$ cat config.mk
export PLATFORM = sky130hd
export DESIGN_NAME = fetch_unit
export DESIGN_NICKNAME = d
export VERILOG_FILES = /design/src/rtl/fetch_pkg.sv /design/src/rtl/fetch_unit_ifid_reg.sv /design/src/rtl/fetch_unit.sv
export SDC_FILE = /design/constraint.sdc
export NUM_CORES = 1
export LEC_CHECK = 0
export ABC_AREA = 1
export ABC_CLOCK_PERIOD_IN_PS = 2700
export CAP_MARGIN = 25
export CORE_MARGIN = 5
export CORE_UTILIZATION = 49
export CTS_CLUSTER_DIAMETER = 200
export DETAILED_ROUTE_END_ITERATION = 8
export PLACE_DENSITY = 0.82
export SLEW_MARGIN = 20
export SYNTH_ARGS = -nofsm -noshare
export SYNTH_HDL_FRONTEND = slang
export SYNTH_HIERARCHICAL = 1
export SYNTH_SLANG_ARGS = --single-unit
$ cat constraint.sdc
create_clock -name clk -period 2.7 [get_ports clk]
set_input_delay 0.27 -clock clk [delete_from_list [all_inputs] [get_ports clk]]
set_output_delay 0.27 -clock clk [all_outputs]
set_load 0.02 [all_outputs]
$ cat src/rtl/fetch_pkg.sv
// Shared types and constants for the instruction-fetch stage.
package fetch_pkg;

  typedef enum logic [1:0] {
    BOOT = 2'd0,
    RUN  = 2'd1,
    HALT = 2'd2
  } fetch_state_t;

  localparam logic [31:0] NOP_INST    = 32'h0000_0013;
  localparam logic [31:0] EBREAK_INST = 32'h0010_0073;
  localparam logic [31:0] ECALL_INST  = 32'h0000_0073;

  typedef struct packed {
    logic        valid;
    logic [31:0] pc;
    logic [31:0] pc4;
    logic [31:0] inst;
  } ifid_t;

  function automatic logic is_halt_inst(input logic [31:0] inst);
    return (inst == EBREAK_INST) || (inst == ECALL_INST);
  endfunction

endpackage

$ cat src/rtl/fetch_unit_ifid_reg.sv
// IF/ID pipeline register: flush beats load, neither means hold.
module ifid_reg
  import fetch_pkg::*;
(
  input  logic        clk,
  input  logic        rst_n,
  input  logic        load_i,
  input  logic        flush_i,
  input  logic [31:0] pc_i,
  input  logic [31:0] pc4_i,
  input  logic [31:0] inst_i,
  output logic        valid_o,
  output logic [31:0] pc_o,
  output logic [31:0] pc4_o,
  output logic [31:0] inst_o
);

  ifid_t ifid_q, ifid_d;

  // NOTE: every always_comb output gets a default first so no latch is inferred.
  always_comb begin
    ifid_d = ifid_q;
    if (flush_i) begin
      ifid_d.valid = 1'b0;
      ifid_d.inst  = NOP_INST;
    end else if (load_i) begin
      ifid_d.valid = 1'b1;
      ifid_d.pc    = pc_i;
      ifid_d.pc4   = pc4_i;
      ifid_d.inst  = inst_i;
    end
  end

  // NOTE: state registers use non-blocking assignment; reset is synchronous.
  always_ff @(posedge clk) begin
    if (!rst_n) begin
      ifid_q.valid <= 1'b0;
      ifid_q.pc    <= 32'h0;
      ifid_q.pc4   <= 32'h0;
      ifid_q.inst  <= NOP_INST;
    end else begin
      ifid_q <= ifid_d;
    end
  end

  assign valid_o = ifid_q.valid;
  assign pc_o    = ifid_q.pc;
  assign pc4_o   = ifid_q.pc4;
  assign inst_o  = ifid_q.inst;

endmodule

$ cat src/rtl/fetch_unit.sv
// Fetch stage: PC, BOOT/RUN/HALT control, next-PC mux, range check.
// Define MISALIGN_TRAP_EN to trap on redirect targets that are not word aligned.
module fetch_unit
  import fetch_pkg::*;
#(
  parameter logic [31:0] RESET_VECTOR = 32'h0000_0000,
  parameter int unsigned IMEM_BYTES   = 1024
) (
  input  logic        clk,
  input  logic        rst_n,
  input  logic        stall_i,
  input  logic        redir_valid_i,
  input  logic [31:0] redir_target_i,
  input  logic [31:0] im_inst_i,
  output logic [31:0] im_addr_o,
  output logic        ifid_valid_o,
  output logic [31:0] ifid_pc_o,
  output logic [31:0] ifid_pc4_o,
  output logic [31:0] ifid_inst_o,
  output logic        halted_o,
  output logic        fetch_err_o
);

  localparam logic [31:0] LAST_PC = 32'(IMEM_BYTES - 4);

  fetch_state_t state_q, state_d;
  logic [31:0]  pc_q, pc_d;
  logic         err_q, err_d;
  logic         ifid_load, ifid_flush;
  logic [31:0]  pc_plus4;
  logic         pc_illegal;

  assign pc_plus4   = pc_q + 32'd4;
  assign pc_illegal = pc_q > LAST_PC;

  always_comb begin
    state_d    = state_q;
    pc_d       = pc_q;
    err_d      = err_q;
    ifid_load  = 1'b0;
    ifid_flush = 1'b0;

    unique case (state_q)
      BOOT: state_d = RUN;

      RUN: begin
        if (redir_valid_i) begin
          ifid_flush = 1'b1;
`ifdef MISALIGN_TRAP_EN
          if (redir_target_i[1:0] != 2'b00) begin
            err_d   = 1'b1;
            state_d = HALT;
          end else begin
            pc_d = redir_target_i;
          end
`else
          pc_d = redir_target_i & 32'hFFFF_FFFC;
`endif
        end else if (pc_illegal) begin
          // The out-of-range word is never captured; fetch stops here.
          ifid_flush = 1'b1;
          err_d      = 1'b1;
          state_d    = HALT;
        end else if (!stall_i) begin
          ifid_load = 1'b1;
          if (is_halt_inst(im_inst_i)) begin
            state_d = HALT;
          end else begin
            pc_d = pc_plus4;
          end
        end
      end

      HALT: ifid_flush = 1'b1;

      default: state_d = BOOT;
    endcase
  end

  always_ff @(posedge clk) begin
    if (!rst_n) begin
      state_q <= BOOT;
      pc_q    <= RESET_VECTOR;
      err_q   <= 1'b0;
    end else begin
      state_q <= state_d;
      pc_q    <= pc_d;
      err_q   <= err_d;
    end
  end

  ifid_reg u_ifid_reg (
    .clk     (clk),
    .rst_n   (rst_n),
    .load_i  (ifid_load),
    .flush_i (ifid_flush),
    .pc_i    (pc_q),
    .pc4_i   (pc_plus4),
    .inst_i  (im_inst_i),
    .valid_o (ifid_valid_o),
    .pc_o    (ifid_pc_o),
    .pc4_o   (ifid_pc4_o),
    .inst_o  (ifid_inst_o)
  );

  assign im_addr_o   = pc_q;
  assign halted_o    = (state_q == HALT);
  assign fetch_err_o = err_q;

endmodule
* After elaboration in Yosys (flattened, before gate mapping)
Cells that the tools add are included.
** Word-level totals
- Register bits :: 132
- Output and inout port bits :: 131
- Logic and storage cells :: 46
** Operators by class
- $add $sub $neg :: 1
- Magnitude comparators :: 1
- Eq/ne operators :: 10
- Multiplexer cells :: 16
- Bitwise logic cells :: 4
- Reduce and logical (&&, ||, !) cells :: 7
** Operators with widths (number)
- $mux W32 :: 4
- $add A32 B3 Y32 const B :: 1
- $eq A32 B21 Y1 const B :: 1
- $eq A32 B7 Y1 const B :: 1
- $gt A32 B10 Y1 const B :: 1
- $mux W2 :: 4
- $reduce_and A4 Y1 :: 2
- $mux W1 :: 6
- $ne A2 B2 Y1 const B :: 3
- $ne A3 B3 Y1 const B :: 2
- $pmux W2 S3 :: 1
- $not A1 Y1 :: 4
- $reduce_and A3 Y1 :: 1
- $eq A2 B1 Y1 const B :: 1
- $eq A2 B2 Y1 const B :: 1
- $logic_not A2 Y1 :: 1
- $ne A2 B1 Y1 const B :: 1
- $pmux W1 S2 :: 1
- $reduce_and A2 Y1 :: 1
- $reduce_or A2 Y1 :: 1
- $logic_or A1 B1 Y1 :: 1

* Longest topological paths before layout
Gate-level depths: netlist of the first run.
- Word-level depth :: 7
- Mapped depth :: 15
- Depth with buffers taken out :: 13

* By module
Netlist of the first run, hierarchy kept.
** By module, submodules not included
- ifid_reg :: times used 1, cells an instance 557, area each 4199.0 µm²
- fetch_unit :: times used 1, cells an instance 497, area each 2846.5 µm²

* Worst setup path before layout of the first run
Ideal clock, no wire load.
- Kind :: reg2reg
- Start :: reg pc_q[3], in the netlist im_addr_o[3]
- End :: reg u_ifid_reg.ifid_q, in the netlist u_ifid_reg/pc4_o[10]
- Data arrival time :: 2035 ps
- Required time :: 2636 ps
- Path slack :: 601 ps
- Cell stages (with the launch flop) :: 16
- Buffers on the path :: 2
- Clock period less this slack :: 2099 ps
- Cells stage by stage :: dfxtp_1 -> ha_1 -> nand2_1 -> nor2_2 -> nand3b_1 -> nand2_1 -> nor2_1 -> nand2_1 -> nand3_1 -> inv_1 -> inv_2 -> buf_6 -> buf_6 -> nand3_2 -> nand2_1 -> nor2_1
** Between the ends
- Cells in the longest elaborated chain, start to end :: 6
- Elaborated cells on any way between the ends :: 10
- Those cells by class :: add/sub: 1; order compare: 1; mux: 6; bitwise: 1; reduce/logical: 1
** Ends and longest elaborated chain
- from (decl) :: RTL line fetch_unit.sv:27 : logic [31:0] pc_q, pc_d;
- from (signal assigned) :: RTL line fetch_unit.sv:87 : pc_q <= pc_d;
- $gt A32 B10 Y1 :: RTL line fetch_unit.sv:34 : assign pc_illegal = pc_q > LAST_PC;
- $mux W1 :: RTL line fetch_unit.sv:59 : end else if (pc_illegal) begin
- $mux W1 :: RTL line fetch_unit.sv:47 : if (redir_valid_i) begin
- $pmux W1 S2 :: RTL line fetch_unit.sv:43 : unique case (state_q)
- named net ifid_flush :: RTL line fetch_unit.sv:29 : logic ifid_load, ifid_flush;
- $not A1 Y1 (no line)
- $reduce_and A2 Y1 (no line)
- to (signal assigned) :: RTL line fetch_unit_ifid_reg.sv:42 : ifid_q <= ifid_d;
- to (decl) :: RTL line fetch_unit_ifid_reg.sv:18 : ifid_t ifid_q, ifid_d;
The timed path passes the listed nets, and every way through them passes these cells.
A chain may end at the register's enable or synchronous reset.

* Worst setup path after layout of the first run
- Start :: reg pc_q[3], in the netlist im_addr_o[3]
- End :: reg u_ifid_reg.ifid_q, in the netlist u_ifid_reg/pc4_o[25]
Same word-level chain as after synthesis.

==> results of run 1 <==
synth_stat cells, types with 5 or more instances:
cell type	n	share of area, %
clkbuf_1	10	0.53
inv_1	123	6.6
o21ai_0	6	0.43
a21oi_1	62	4.4
nor2_1	217	12
buf_2	32	2.3
nand2_1	285	15
dfxtp_1	130	37
xor2_1	19	2.4
ha_1	5	0.89
nand4_1	7	0.62
nand3_2	70	9.9
buf_6	13	2.1
nand3_1	45	3.2
worst paths after layout:
check / end / cells after the start / slack [ns]
setup reg to reg: u_ifid_reg/pc4_o[25]$_SDFFE_PN0P_ / 14 / 0.27
setup / recovery: u_ifid_reg/pc4_o[25]$_SDFFE_PN0P_ / 14 / 0.27
hold / removal: u_ifid_reg/pc_o[30]$_SDFFE_PN0P_ / 3 / 0.30
hold reg to reg: u_ifid_reg/inst_o[20]$_SDFFE_PP0P_ / 2 / 0.46
cells in the final DEF, fill, tap and decap left out, types with 2 or more instances in the layout:
| master | count |
|---|---|
| a21oi_1 | 62 |
| and2_1 | 3 |
| buf_12 | 5 |
| buf_4 | 13 |
| bufinv_16 | 5 |
| clkbuf_1 | 2 |
| clkbuf_16 | 17 |
| clkbuf_8 | 4 |
| clkdlybuf4s50_1 | 193 |
| clkinvlp_4 | 2 |
| conb_1 | 6 |
| dfxtp_1 | 130 |
| ha_1 | 5 |
| inv_1 | 123 |
| nand2_1 | 284 |
| nand2_2 | 2 |
| nand3_1 | 45 |
| nand3_2 | 70 |
| nand4_1 | 7 |
| nor2_1 | 217 |
| nor2_2 | 4 |
| nor3_1 | 4 |
| nor3_2 | 2 |
| o21ai_0 | 6 |
| xor2_1 | 19 |
what timing repair did:
item                                    CTS  global route
endpoints found under the hold margin     0             0
endpoints found under the setup margin    0             3
hold buffers                              0             0
resized for setup                         0             1
cells by family after synthesis:
logic type | synth area share (%)
and+or+nand+nor | 42.7
buffers and inverters | 12.1
DFF | 36.9
AOI/OAI and AO/OA | 4.94
xor gates and xnor gates | 2.36
adders and majority gates | 0.888
other | 0.0532
critical path: stages, from the launching register on:
cell and delay, ns:
dfxtp_1 0.43, ha_1 0.26, nand2_1 0.08, nor2_2 0.22, nand3b_1 0.10, nand2_1 0.19
nor2_1 0.08, nand2_1 0.06, nand3_1 0.06, inv_1 0.17, clkinv_2 0.12, buf_4 0.27
nand3_2 0.13, nand2_1 0.07, nor2_1 0.09
layout make-up:
cell class / instances / area share (%)
Clock buffer: 23 / 5.02
Clock inverter: 8 / 1.79
Inverter: 126 / 4.88
Multi-Input combinational cell: 743 / 37.2
Sequential cell: 130 / 26.8
Tap cell: 180 / 2.32
Timing Repair Buffer: 212 / 22.0
layer usage:
| layer | up-vias | global-route usage [%] |
|---|---|---|
| met5 | - | 0 |
| met4 | 0 | 7.58 |
| met3 | 27 | 4.95 |
| met2 | 236 | 39.0 |
| met1 | 3228 | 30.6 |
| li1 | 3577 | - |
state kept, by name, indices dropped and copies added, names as in the netlist:
name	flops
fetch_err_o	1
im_addr_o	30
u_ifid_reg/inst_o	32
u_ifid_reg/valid_o	1
u_ifid_reg/pc_o	32
state_q	2
u_ifid_reg/pc4_o	32
through the flow:
stage               util [%]  setup slack (ns)  area [sq um]  hold WS (ns)
floorplan                  -             0.601          7060         0.396
global placement        64.8             0.322          9060         0.447
detailed placement      64.8             0.252          9060         0.452
CTS                     69.5             0.220          9720         0.299
global route            69.5            0.0426          9720         0.331
finish                  69.5             0.268          9720         0.299
power groups by stage:
stage / registers [mW] / logic [mW] / clock network (mW)
floorplan: 2.70 / 1.86 / 0
global placement: 2.52 / 2.92 / 0
detailed placement: 2.52 / 2.96 / 0
CTS: 2.48 / 2.98 / 2.61
global route: 2.53 / 3.28 / 2.71
finish: 2.49 / 2.98 / 2.58
==> metrics, run 1 <==
status=finished clean; multi-input combinational cell area=3620 sq um; DR vias=7068; vias per cell=4.97; first-pass GRT wire length=31900 um; I/O pins=199; flops & latches, synth=130; Area Growth Syn to Fin=38.0%; min Tclk post-route=2.43 ns; FMAX=411 MHz; top_reg_cell synth=dfxtp_1; type of the worst setup path=flip-flop to flip-flop; die area=16900 sq um; DRC=0; Critical Path Source Type=flip-flop; Antenna Diode Count=0; share of cells above drive strength 1=10.6%; met3 WL=1320 um; worst ir drop on vdd=0.000689 V; clock buffer depth=2; Post-CTS Setup Bufs=0; Mean Syn Cell Area=6.68 sq um; First-pass DRT Iterations=5; RSZ-0062 raised after global routing=no; Final Skew=0.00996 ns; NetSw=3.03 mW; WL final=19800 um; worst hold start=rst_n; clock sink count=130; Critical Path Sink Type=flip-flop; highest metal used=met4; Total GRT Usage=23.5%; worst-skew pair later-pin latency=0.42 ns; # setup viols final=0; clk slew on worst S/H paths=0.06 ns; Rel. slew slack=65.9%; Worst EP required=3.05 ns; Routed Antenna Nets=0; final hold violations=0; fin crit share=90.1%; core area=14000 sq um; final-stage net count=1303; Power Density=827 nW/um^2; # fillers=1205; dpl hpwl=14300 um; async set or reset register ratio after synthesis=0%; Post-Synthesis Cells=1054; TritonCTS clock tree=yes; Post-Syn Area=7050 sq um; WL met2=9350 um; Port Buffers=194; setup tns final=0 ns; crit-path max FO=26; Post-synth EDFFs=0; yosys warns=6; Root Buffer=clkbuf_16; wire per inst=13.9 um; Max Slew Vio Count=0; Cells after DPL=1391; FF-to-FF Start=im_addr_o[3]$_SDFFE_PN0P_; Comb pwr share=37.0%; Die Span X=130 um; type of the most critical hold path=primary input to flip-flop; DIE HEIGHT=130 um; Clk pwr share=32.0%; DRT iter0 DRCs=497; Final Non-Filler Cells=1422; # rows=43; TritonCTS Buffers=17; starting density of the core=50.4%; largest net degree at the start of global routing=65; sequential-to-total area share from yosys stat=36.9%; critical path launch point=im_addr_o[3]$_SDFFE_PN0P_; Sw Share=37.6%; sequential standard cell area=2600 sq um; routability-driven placement congestion ratio=0.885; Final Power=8.04 mW; Netlist cell types=30; H-Tree Depth=4; CP arrival=2.78 ns; leakage power=4.01 nW; internal power=5.02 mW; Seq pwr share=30.9%; vias in the first global route=6491; # Max-Cap Violations=0; WL met1=8820 um; Slew @ Worst Pin=0.509 ns; GRT overflow=0; antenna violations before repair=0
No activity file was read; power rests on OpenSTA's default activity.
==> run 2: changes to the inputs <==
--- a/config.mk
+++ b/config.mk
@@ -10,7 +10,6 @@
 export CAP_MARGIN = 25
 export CORE_MARGIN = 5
 export CORE_UTILIZATION = 49
-export CTS_CLUSTER_DIAMETER = 200
 export DETAILED_ROUTE_END_ITERATION = 8
 export PLACE_DENSITY = 0.82
 export SLEW_MARGIN = 20
==> results of run 2 <==
No change in the layout: final DEF, timing and power equal those of run 1.
==> run 3: changes to the inputs <==
--- a/config.mk
+++ b/config.mk
@@ -11,6 +11,7 @@
 export CORE_MARGIN = 5
 export CORE_UTILIZATION = 49
 export DETAILED_ROUTE_END_ITERATION = 8
+export HOLD_SLACK_MARGIN = 0.03
 export PLACE_DENSITY = 0.82
 export SLEW_MARGIN = 20
 export SYNTH_ARGS = -nofsm -noshare
==> results of run 3 <==
No change in the layout: final DEF, timing and power equal those of run 1.
